===== src/rtl/speed_mode_controller.sv =====
// speed_mode_controller
//   Front-panel sequencer for the tick timer. A bouncy active-low push
//   button is synchronised and debounced. Each accepted press steps the
//   timer speed OFF -> SLOW -> MEDIUM -> FAST -> OFF. While the speed is not
//   OFF, the timer's tick pulse rotates a one-hot LED chaser.
//
//   Optional feature (macro LONG_PRESS_EN): holding the debounced button for
//   LONG_PRESS_CYCLES forces the speed back to OFF. The hold fires once per
//   press and re-arms only after release. With the macro undefined, hold
//   duration has no effect beyond the single press.
//
// Ports
//   clk           in   1      system clock, rising edge
//   reset_n       in   1      asynchronous reset, active low
//   btn_n         in   1      raw push button, active low, asynchronous
//   tick          in   1      1-cycle pulse from the timer
//   speed_select  out  2      00 OFF, 01 SLOW, 10 MEDIUM, 11 FAST (registered,
//                            equal to the FSM state, so it also serves as
//                            the state observation point)
//   led           out  LED_W  chaser pattern (registered)
//   mode_change   out  1      1-cycle pulse in the first cycle of a new speed
//
// Handshake: none. tick and the internal press event are single-cycle
// strobes with no back-pressure. A strobe is consumed on the edge where it
// is high, and it is dropped if higher-priority logic claims that edge.
module speed_mode_controller #(
    parameter int CLK_FREQ_HZ       = 50_000_000,
    parameter int DEBOUNCE_CYCLES   = CLK_FREQ_HZ / 50,
    parameter int LED_W             = 8,
    parameter int LONG_PRESS_CYCLES = CLK_FREQ_HZ
) (
    input  logic             clk,
    input  logic             reset_n,
    input  logic             btn_n,
    input  logic             tick,
    output logic [1:0]       speed_select,
    output logic [LED_W-1:0] led,
    output logic             mode_change
);

    localparam int DEB_W = $clog2(DEBOUNCE_CYCLES);

    // Elaboration-time guard on the parameter ranges the logic relies on.
    if (CLK_FREQ_HZ < 1 || DEBOUNCE_CYCLES < 2 || LED_W < 2 || LONG_PRESS_CYCLES < 2) begin : g_param_check
        $error("speed_mode_controller: parameter out of range");
    end

    typedef enum logic [1:0] {
        S_OFF    = 2'b00,
        S_SLOW   = 2'b01,
        S_MEDIUM = 2'b10,
        S_FAST   = 2'b11
    } state_t;

    logic             sync_meta;
    logic             sync;
    logic             stable;
    logic             stable_d;
    logic [DEB_W-1:0] deb_cnt;
    logic             press;
    logic             long_fire;
    state_t           state;
    state_t           next_state;

    // Synchroniser and debounce. A level is accepted only after the
    // synchronised input has differed from the accepted level for
    // DEBOUNCE_CYCLES consecutive cycles. Any return to the accepted level
    // restarts the count.
    always_ff @(posedge clk or negedge reset_n) begin
        if (!reset_n) begin
            sync_meta <= 1'b1;
            sync      <= 1'b1;
            stable    <= 1'b1;
            stable_d  <= 1'b1;
            deb_cnt   <= '0;
        end else begin
            sync_meta <= btn_n;
            sync      <= sync_meta;
            stable_d  <= stable;
            if (sync == stable) begin
                deb_cnt <= '0;
            end else if (deb_cnt == DEB_W'(DEBOUNCE_CYCLES - 1)) begin
                stable  <= sync;
                deb_cnt <= '0;
            end else begin
                deb_cnt <= deb_cnt + 1'b1;
            end
        end
    end

    // Press is the falling edge of the debounced level. Release is ignored.
    assign press = stable_d & ~stable;

`ifdef LONG_PRESS_EN
    localparam int HOLD_W = $clog2(LONG_PRESS_CYCLES + 1);

    logic [HOLD_W-1:0] hold_cnt;

    // hold_cnt saturates at LONG_PRESS_CYCLES after firing. This keeps
    // long_fire from repeating until the button is released and the count
    // clears.
    always_ff @(posedge clk or negedge reset_n) begin
        if (!reset_n) begin
            hold_cnt <= '0;
        end else if (stable) begin
            hold_cnt <= '0;
        end else if (hold_cnt != HOLD_W'(LONG_PRESS_CYCLES)) begin
            hold_cnt <= hold_cnt + 1'b1;
        end
    end

    assign long_fire = ~stable && (hold_cnt == HOLD_W'(LONG_PRESS_CYCLES - 1));
`else
    assign long_fire = 1'b0;
`endif

    // The 2-bit state wraps naturally from FAST back to OFF.
    always_comb begin
        next_state = state_t'(state + 2'd1);
    end

    // Speed FSM with its registered outputs. Priority order: press, then
    // long-press, then tick. A tick in the same cycle as a transition is
    // dropped, so led always takes the transition value.
    always_ff @(posedge clk or negedge reset_n) begin
        if (!reset_n) begin
            state       <= S_OFF;
            led         <= '0;
            mode_change <= 1'b0;
        end else begin
            mode_change <= 1'b0;
            if (press) begin
                state       <= next_state;
                mode_change <= 1'b1;
                led         <= (next_state == S_OFF) ? '0 : LED_W'(1);
            end else if (long_fire && state != S_OFF) begin
                state       <= S_OFF;
                mode_change <= 1'b1;
                led         <= '0;
            end else if (tick && state != S_OFF) begin
                led <= {led[LED_W-2:0], led[LED_W-1]};
            end
        end
    end

    assign speed_select = state;

endmodule


===== config.mk =====
export PLATFORM = sky130hd
export DESIGN_NAME = speed_mode_controller
export DESIGN_NICKNAME = d
export VERILOG_FILES = /design/src/rtl/speed_mode_controller.sv
export SDC_FILE = /design/constraint.sdc
export NUM_CORES = 1
export LEC_CHECK = 0
export ABC_AREA = 1
export CORE_UTILIZATION = 51
export CTS_CLUSTER_DIAMETER = 120
export DETAILED_ROUTE_END_ITERATION = 8
export PLACE_DENSITY_LB_ADDON = 0.2
export SLEW_MARGIN = 30
export SYNTH_ARGS = -nofsm -noshare
export SYNTH_HDL_FRONTEND = slang
export SYNTH_SLANG_ARGS = --single-unit

===== constraint.sdc =====
create_clock -name clk -period 3 [get_ports clk]
set_input_delay 0.3 -clock clk [delete_from_list [all_inputs] [get_ports clk]]
set_output_delay 0.3 -clock clk [all_outputs]
set_load 0.02 [all_outputs]

# [After elaboration in Yosys (flattened, before gate mapping)]
# Index checks and enable logic that the tools add are counted.
[op_classes] bitwise=3 add_sub_neg=2 n_mux=6 n_reduce_logical=5 n_eq_ne=2
[ops] op="$mux 20" count=2
[ops] op="$add 20x1->20 const B" count=1
[ops] op="$eq 20x20->1 const B" count=1
[ops] op="$mux 8" count=2
[ops] op="$reduce_bool 2->1" count=2
[ops] op="$add 2x1->2 const B" count=1
[ops] op="$logic_not 2->1" count=1
[ops] op="$mux 1" count=2
[ops] op="$not 1->1" count=2
[ops] op="$reduce_and 2->1" count=1
[ops] op="$and 1x1->1" count=1
[ops] op="$eq 1x1->1" count=1
[ops] op="$logic_and 1x1->1" count=1
[totals] in_bits=4 reg_bits=35 elab_cells=26 out_inout_bits=11

# [Depth between registers and ports, before layout]
# Gate-level depths: netlist of run 1.
[depth] depth_word=4 mapped_depth=9 ltp_nobuf=9

# [Least setup slack after synthesis of run 1]
# OpenSTA, ideal clock, no wires.
[synth_timing] path_kind="register to register" from="reg state[0], in the netlist speed_select[0]" to="reg led[0]" path_buffers=0 t_required_ns=2.852 path_slack_ns=1.606 t_arrival_ns=1.246 setup_ns=0.148 stages_incl_launch_ff=5 path_cell_list="dfrtp_1 inv_1 ha_1 o21ai_1 o221ai_1"
[synth_between] elab_chain_len=4 word_cells_on_any_way=7
[synth_rtl] element="from (decl)" line="62" source="state_t state;"
[synth_rtl] element="from (signal assigned)" line="133" source="state <= next_state;"
[synth_rtl] element="$add 2x1->2" line="119" source="next_state = state_t'(state + 2'd1);"
[synth_rtl] element="net next_state[0]" line="63" source="state_t next_state;"
[synth_rtl] element="$logic_not 2->1" line="135" source="led <= (next_state == S_OFF) ? '0 : LED_W'(1);"
[synth_rtl] element="$mux 1" line="135"
[synth_rtl] element="$mux 8" line="132" source="if (press) begin"
[synth_rtl] element="to (signal assigned)" line="135"
[synth_rtl] element="to (signal assigned)" line="141" source="led <= {led[LED_W-2:0], led[LED_W-1]};"
[synth_rtl] element="to (decl)" line="37" source="output logic [LED_W-1:0] led,"
# The timed path passes the listed nets, and every way through them passes these cells.
# A chain may end at the register's enable or synchronous reset.

# [Worst setup path after layout of run 1]
[layout_timing] from="reg state[1], in the netlist speed_select[1]" to="out speed_select[1]"
[layout_lines] element="to (decl)" line="36" source="output logic [1:0] speed_select,"
# No word-level cell between the ends.

==> results of run 1 <==
==> power by group through the flow <==
stage	Combinational, mW	Clock, mW	Sequential [mW]
3_3_place_gp	0.0277	0	0.490
2_1_floorplan	0.0120	0	0.490
6_report	0.0274	0.342	0.481
3_5_place_dp	0.0288	0	0.490
5_1_grt	0.0321	0.370	0.482
4_1_cts	0.0288	0.346	0.481
==> cell usage after synthesis <==
cell type and count:
nand3_2 2, xor2_1 7, nor2_2 6, o21ai_0 1
dfrtp_1 31, nor3_2 1, o21ai_1 1, ha_1 3
nand2_1 24, nor3_1 1, dfstp_2 4, nand4_1 3
o221ai_1 1, o22ai_1 7, xnor2_1 5, inv_2 4
inv_1 24, nand2_4 1, nand2_2 7, a21oi_1 2
xor2_2 1, nor2_4 5, nor2_1 39, nand3_1 13
==> flip-flops by register name, summed over array words and instances (netlist names) <==
| register | flops |
|---|---|
| deb_cnt | 20 |
| mode_change | 1 |
| stable | 1 |
| speed_select | 2 |
| sync_meta | 1 |
| sync | 1 |
| stable_d | 1 |
| led | 8 |
==> worst max-delay path by stage <==
| stage | from | to | slack (ns) | cells after the start |
|---|---|---|---|---|
| global route | speed_select[0] | speed_select[0] | 1.27 | 1 |
| detailed placement | tick | led[0] | 1.36 | 4 |
| CTS | speed_select[1] | speed_select[1] | 1.33 | 1 |
| global placement | tick | led[0] | 1.51 | 4 |
| finish | speed_select[1] | speed_select[1] | 1.34 | 1 |
| floorplan | speed_select[0] | led[0] | 1.61 | 4 |
==> layer usage <==
layer,routed length [um],GRT usage
met1,1430,0.257
met2,1580,0.361
met3,155,0.0649
met4,46,0.0698
met5,0,0
==> layout make-up <==
cell class	count	area (um^2)	area share
clock buffers	5	37.5	0.0187
inverters	28	105	0.0524
repair buffers	15	148	0.0736
flip-flops and latches	35	881	0.439
clock inverters	3	43.8	0.0218
multi-input cells	130	736	0.367
well taps	44	55.1	0.0274
==> cell families after synthesis <==
group,count (synthesis),synth area share
xor gates and xnor gates,13,0.0705
buffers and inverters,28,0.0610
and+or+nand+nor,102,0.293
AOI/OAI and AO/OA,12,0.0421
DFF,35,0.512
adders and majority gates,3,0.0218
==> per-stage QoR <==
stage	worst slack (ns)	utilization	power [mW]
final	1.34	0.641	0.851
after global routing	1.27	0.641	0.884
after CTS	1.33	0.641	0.856
after detailed placement	1.36	0.615	0.519
after global placement	1.51	0.615	0.518
after floorplan	1.61	-	0.502
==> impl_metrics.env, run 1 <==
export IMPL_outcome="finished, final reports clean"
export IMPL_postSynthCellCount=193
export IMPL_synth_cell_types=24
export IMPL_track_usage=0.213
export IMPL_final_cells=260
export IMPL_portBuffers=14
export IMPL_vias=1288
export IMPL_syn_area_mm2=0.00172
export IMPL_fp_dieH_um=60.1
export IMPL_final_hold_viol_count=0
export IMPL_cts_root_buf="clkbuf_4"
export IMPL_io_pin_count=15
export IMPL_clock_latency_ns=0.34
export IMPL_final_cell_mix="nor2_1, dfrtp_1, inv_1, nand2_1, clkdlybuf4s50_1"
export IMPL_grt_max_degree=36
export IMPL_hp_class="in -> async"
export IMPL_drt_total_wl_mm=3.22
export IMPL_leakage_nw=0.844
export IMPL_grt_ovfl_total=0
export IMPL_dieArea_mm2=0.00361
export IMPL_cts_sinks=35
export IMPL_worstPathRequired_ns=2.70
export IMPL_yosysWarnings=0
export IMPL_stdcell_area_mm2=0.00201
export IMPL_clk_pin_slew_ns=0.12
export IMPL_cts_tree="built"
export IMPL_layout_commonest_cell="nor2_1"
export IMPL_synthTopCellsByArea="dfrtp_1, nor2_1, dfstp_2"
export IMPL_hold_slack_ns=0.345
export IMPL_combPwrFrac=0.032
export IMPL_cts_resized=0
export IMPL_placed_cell_area_mm2=0.00192
export IMPL_worstSetupPathType="reg -> out"
export IMPL_antenna_found_initial=0
export IMPL_critical_path_slowest_cell="clkdlybuf4s50_1"
export IMPL_fin_skew_ns=0.0109
export IMPL_grt_pass1_vias=1291
export IMPL_post_cts_repair_setup_buffers=0
export IMPL_route_detailed_drc=0
export IMPL_htreeDepth=2
export IMPL_worstSetupEndpointType="output pin"
export IMPL_drtIter0Drc=33
export IMPL_drive_gt1_frac=0.185
export IMPL_p_per_area_mw_per_mm2=424
export IMPL_synth_seq_cells=35
export IMPL_start_util=0.550
export IMPL_start_kind="flop"
export IMPL_yosysTopAreaCellShare=0.451
export IMPL_drt_antenna_violating_nets=0
export IMPL_place_gp_congestion=0.856
export IMPL_vdd_drop_max_mv=0.298
export IMPL_n_fill_cell=265
export IMPL_cts_buffers=5
export IMPL_mappedNetlistNets=200
export IMPL_final_period_utilization=0.552
export IMPL_grt_pass1_wl_mm=5.63
export IMPL_critPathTopFamily="buffers and inverters"
export IMPL_ys_seq_area_frac=0.512
export IMPL_critPathBufInv=1
export IMPL_fin_setup_tns_ns=0
export IMPL_ff2ff_path_depth=4
export IMPL_max_freq_ghz=0.604
export IMPL_pwr_share_seq=0.566
export IMPL_switchingPower_uw=189
export IMPL_drt_first_pass_iters=4
export IMPL_yosys_area_top_type="dfrtp_1"
export IMPL_p_sw_frac=0.222
export IMPL_fin_nets=222
export IMPL_worst_pin_slew_ns=0.535
export IMPL_rsz0062_at_grt="false"
export IMPL_rr_endpoint="led[0]"
export IMPL_path_cells="clkdlybuf4s50_1"
export IMPL_vias_per_cell=4.95
export IMPL_worstPathArrival_ns=1.36
export IMPL_post_drt_wl_per_cell_um=12.4
export IMPL_pwr_share_clk=0.402
export IMPL_slowest_delay_ns=0.62
export IMPL_slew_headroom=0.641
export IMPL_die_w_um=60.1
export IMPL_maxCapViolCount=0
export IMPL_rrSetupSlack_ns=1.50
export IMPL_dpl_hpwl_mm=2.37
export IMPL_syn_avg_cell_area_um2=8.92
export IMPL_clk_path_buf_depth=2
export IMPL_critPathMaxFanout=3
export IMPL_drv_slew=0
export IMPL_worstReg2RegStart="speed_select[0]"
export IMPL_fin_crit_ns=1.66
export IMPL_setup_viol=0
export IMPL_hold_buffers=0
export IMPL_p_int_uw=662
export IMPL_area_growth_pct=16.5
export IMPL_rows=20
export IMPL_num_antenna_cells=0
export IMPL_place_inst=252
export IMPL_core_mm2=0.00313
Note: power is estimated with default switching activity, not from simulation.
==> run 2: changes to the inputs <==
Clock period 3 ns to 1.7 ns, I/O delays scaled along.
==> run 2 against run 1 <==
Compared with the run above:
- wire length increased by 3.8%
- flip-flop and latch count stayed put
- worst setup slack got worse by 1.2 ns
- clock power rose by 35%
- largest power group unchanged
==> impl_metrics.env, run 2 (same netlist as run 1, synthesis figures left out) <==
export IMPL_rsz0062_at_grt="false"
export IMPL_die_w_um=60.1
export IMPL_layout_commonest_cell="nor2_1"
export IMPL_maxCapViolCount=0
export IMPL_largest_reg_flops=20
export IMPL_largest_register="deb_cnt"
export IMPL_worstPathRequired_ns=1.53
export IMPL_setup_viol=0
export IMPL_post_cts_repair_setup_buffers=0
export IMPL_path_cells="clkdlybuf4s50_1"
export IMPL_critical_path_slowest_cell="clkdlybuf4s50_1"
export IMPL_core_mm2=0.00313
export IMPL_cts_buffers=5
export IMPL_dieArea_mm2=0.00361
export IMPL_grt_pass1_wl_mm=5.75
export IMPL_worstSetupPathType="reg -> out"
export IMPL_place_inst=252
export IMPL_cts_root_buf="clkbuf_4"
export IMPL_area_growth_pct=15.1
export IMPL_n_fill_cell=280
export IMPL_grt_ovfl_total=0
export IMPL_post_drt_wl_per_cell_um=12.8
export IMPL_final_period_utilization=0.901
export IMPL_vias=1284
export IMPL_cts_sinks=35
export IMPL_drt_antenna_violating_nets=0
export IMPL_portBuffers=14
export IMPL_htreeDepth=2
export IMPL_drtIter0Drc=60
export IMPL_slew_headroom=0.639
export IMPL_track_usage=0.227
export IMPL_critPathMaxFanout=3
export IMPL_final_cells=260
export IMPL_drive_gt1_frac=0.185
export IMPL_slowest_delay_ns=0.62
export IMPL_leakage_nw=0.826
export IMPL_outcome="finished, final reports clean"
export IMPL_place_gp_congestion=0.884
export IMPL_clock_latency_ns=0.35
export IMPL_hp_class="in -> async"
export IMPL_fin_crit_ns=1.53
export IMPL_start_kind="flop"
export IMPL_max_freq_ghz=0.653
export IMPL_route_detailed_drc=0
export IMPL_fp_dieH_um=60.1
export IMPL_grt_pass1_vias=1307
export IMPL_num_antenna_cells=0
export IMPL_drv_slew=0
export IMPL_p_per_area_mw_per_mm2=686
export IMPL_grt_max_degree=36
export IMPL_fin_setup_tns_ns=0
export IMPL_io_pin_count=15
export IMPL_critPathBufInv=1
export IMPL_drt_total_wl_mm=3.34
export IMPL_final_hold_viol_count=0
export IMPL_drt_first_pass_iters=4
export IMPL_hold_buffers=0
export IMPL_clk_path_buf_depth=2
export IMPL_critPathTopFamily="buffers and inverters"
export IMPL_fin_skew_ns=0.0106
export IMPL_rows=20
export IMPL_clk_pin_slew_ns=0.11
export IMPL_cts_resized=0
export IMPL_worst_pin_slew_ns=0.538
export IMPL_total_power_mw=1.36
export IMPL_worstSetupEndpointType="output pin"
export IMPL_vdd_drop_max_mv=0.727
export IMPL_start_util=0.550
export IMPL_final_cell_mix="nor2_1, dfrtp_1, inv_1, nand2_1, clkdlybuf4s50_1"
export IMPL_antenna_found_initial=0
export IMPL_cts_tree="built"
export IMPL_vias_per_cell=4.94
export IMPL_hold_slack_ns=0.206
export IMPL_dpl_hpwl_mm=2.52
export IMPL_worstPathArrival_ns=1.36
export IMPL_fin_nets=222
-- run 2: area by class of cell --
cell class | count | area (um^2) | area share
clock inverter | 3 | 20.0 | 0.0101
timing repair buffer | 15 | 148 | 0.0745
tap | 44 | 55.1 | 0.0278
multi-input combinational | 130 | 736 | 0.371
inverter | 28 | 105 | 0.0530
clock buffer | 5 | 37.5 | 0.0189
sequential | 35 | 881 | 0.444
-- run 2: final timing paths --
check / from / end / slack, ns / cells past startpoint
max in group asynchronous: reset_n / stable / 1.13 / 2
hold reg to reg: sync_meta / sync / 0.37 / 0
min in group clk: btn_n / sync_meta / 0.22 / 1
hold / removal: reset_n / deb_cnt[7] / 0.21 / 2
setup reg to reg: speed_select[0] / led[0] / 0.23 / 4
setup / recovery: speed_select[0] / speed_select[0] / 0.17 / 1
-- run 2: power breakdown --
| part | switching (mW) | internal (mW) | total, mW | leakage (nW) |
|---|---|---|---|---|
| sequential | 0.00713 | 0.843 | 0.850 | 0.467 |
| clock | 0.302 | 0.158 | 0.460 | 0.0272 |
| combinational | 0.0328 | 0.0162 | 0.0490 | 0.332 |
-- run 2: per-layer routing --
| metal | wire, um | global-route usage | share of wire |
|---|---|---|---|
| met1 | 1530 | 0.278 | 0.46 |
| met3 | 150 | 0.0714 | 0.045 |
| met5 | 0 | 0 | 0 |
| met2 | 1610 | 0.366 | 0.48 |
| met4 | 48 | 0.0997 | 0.014 |
-- run 2: stage by stage --
step,cell area (um^2),utilization,setup WS (ns)
floorplan,1720,-,0.306
global placement,1920,0.615,0.317
detailed placement,1920,0.615,0.225
CTS,1980,0.634,0.149
global route,1980,0.634,0.107
finish,1980,0.634,0.169
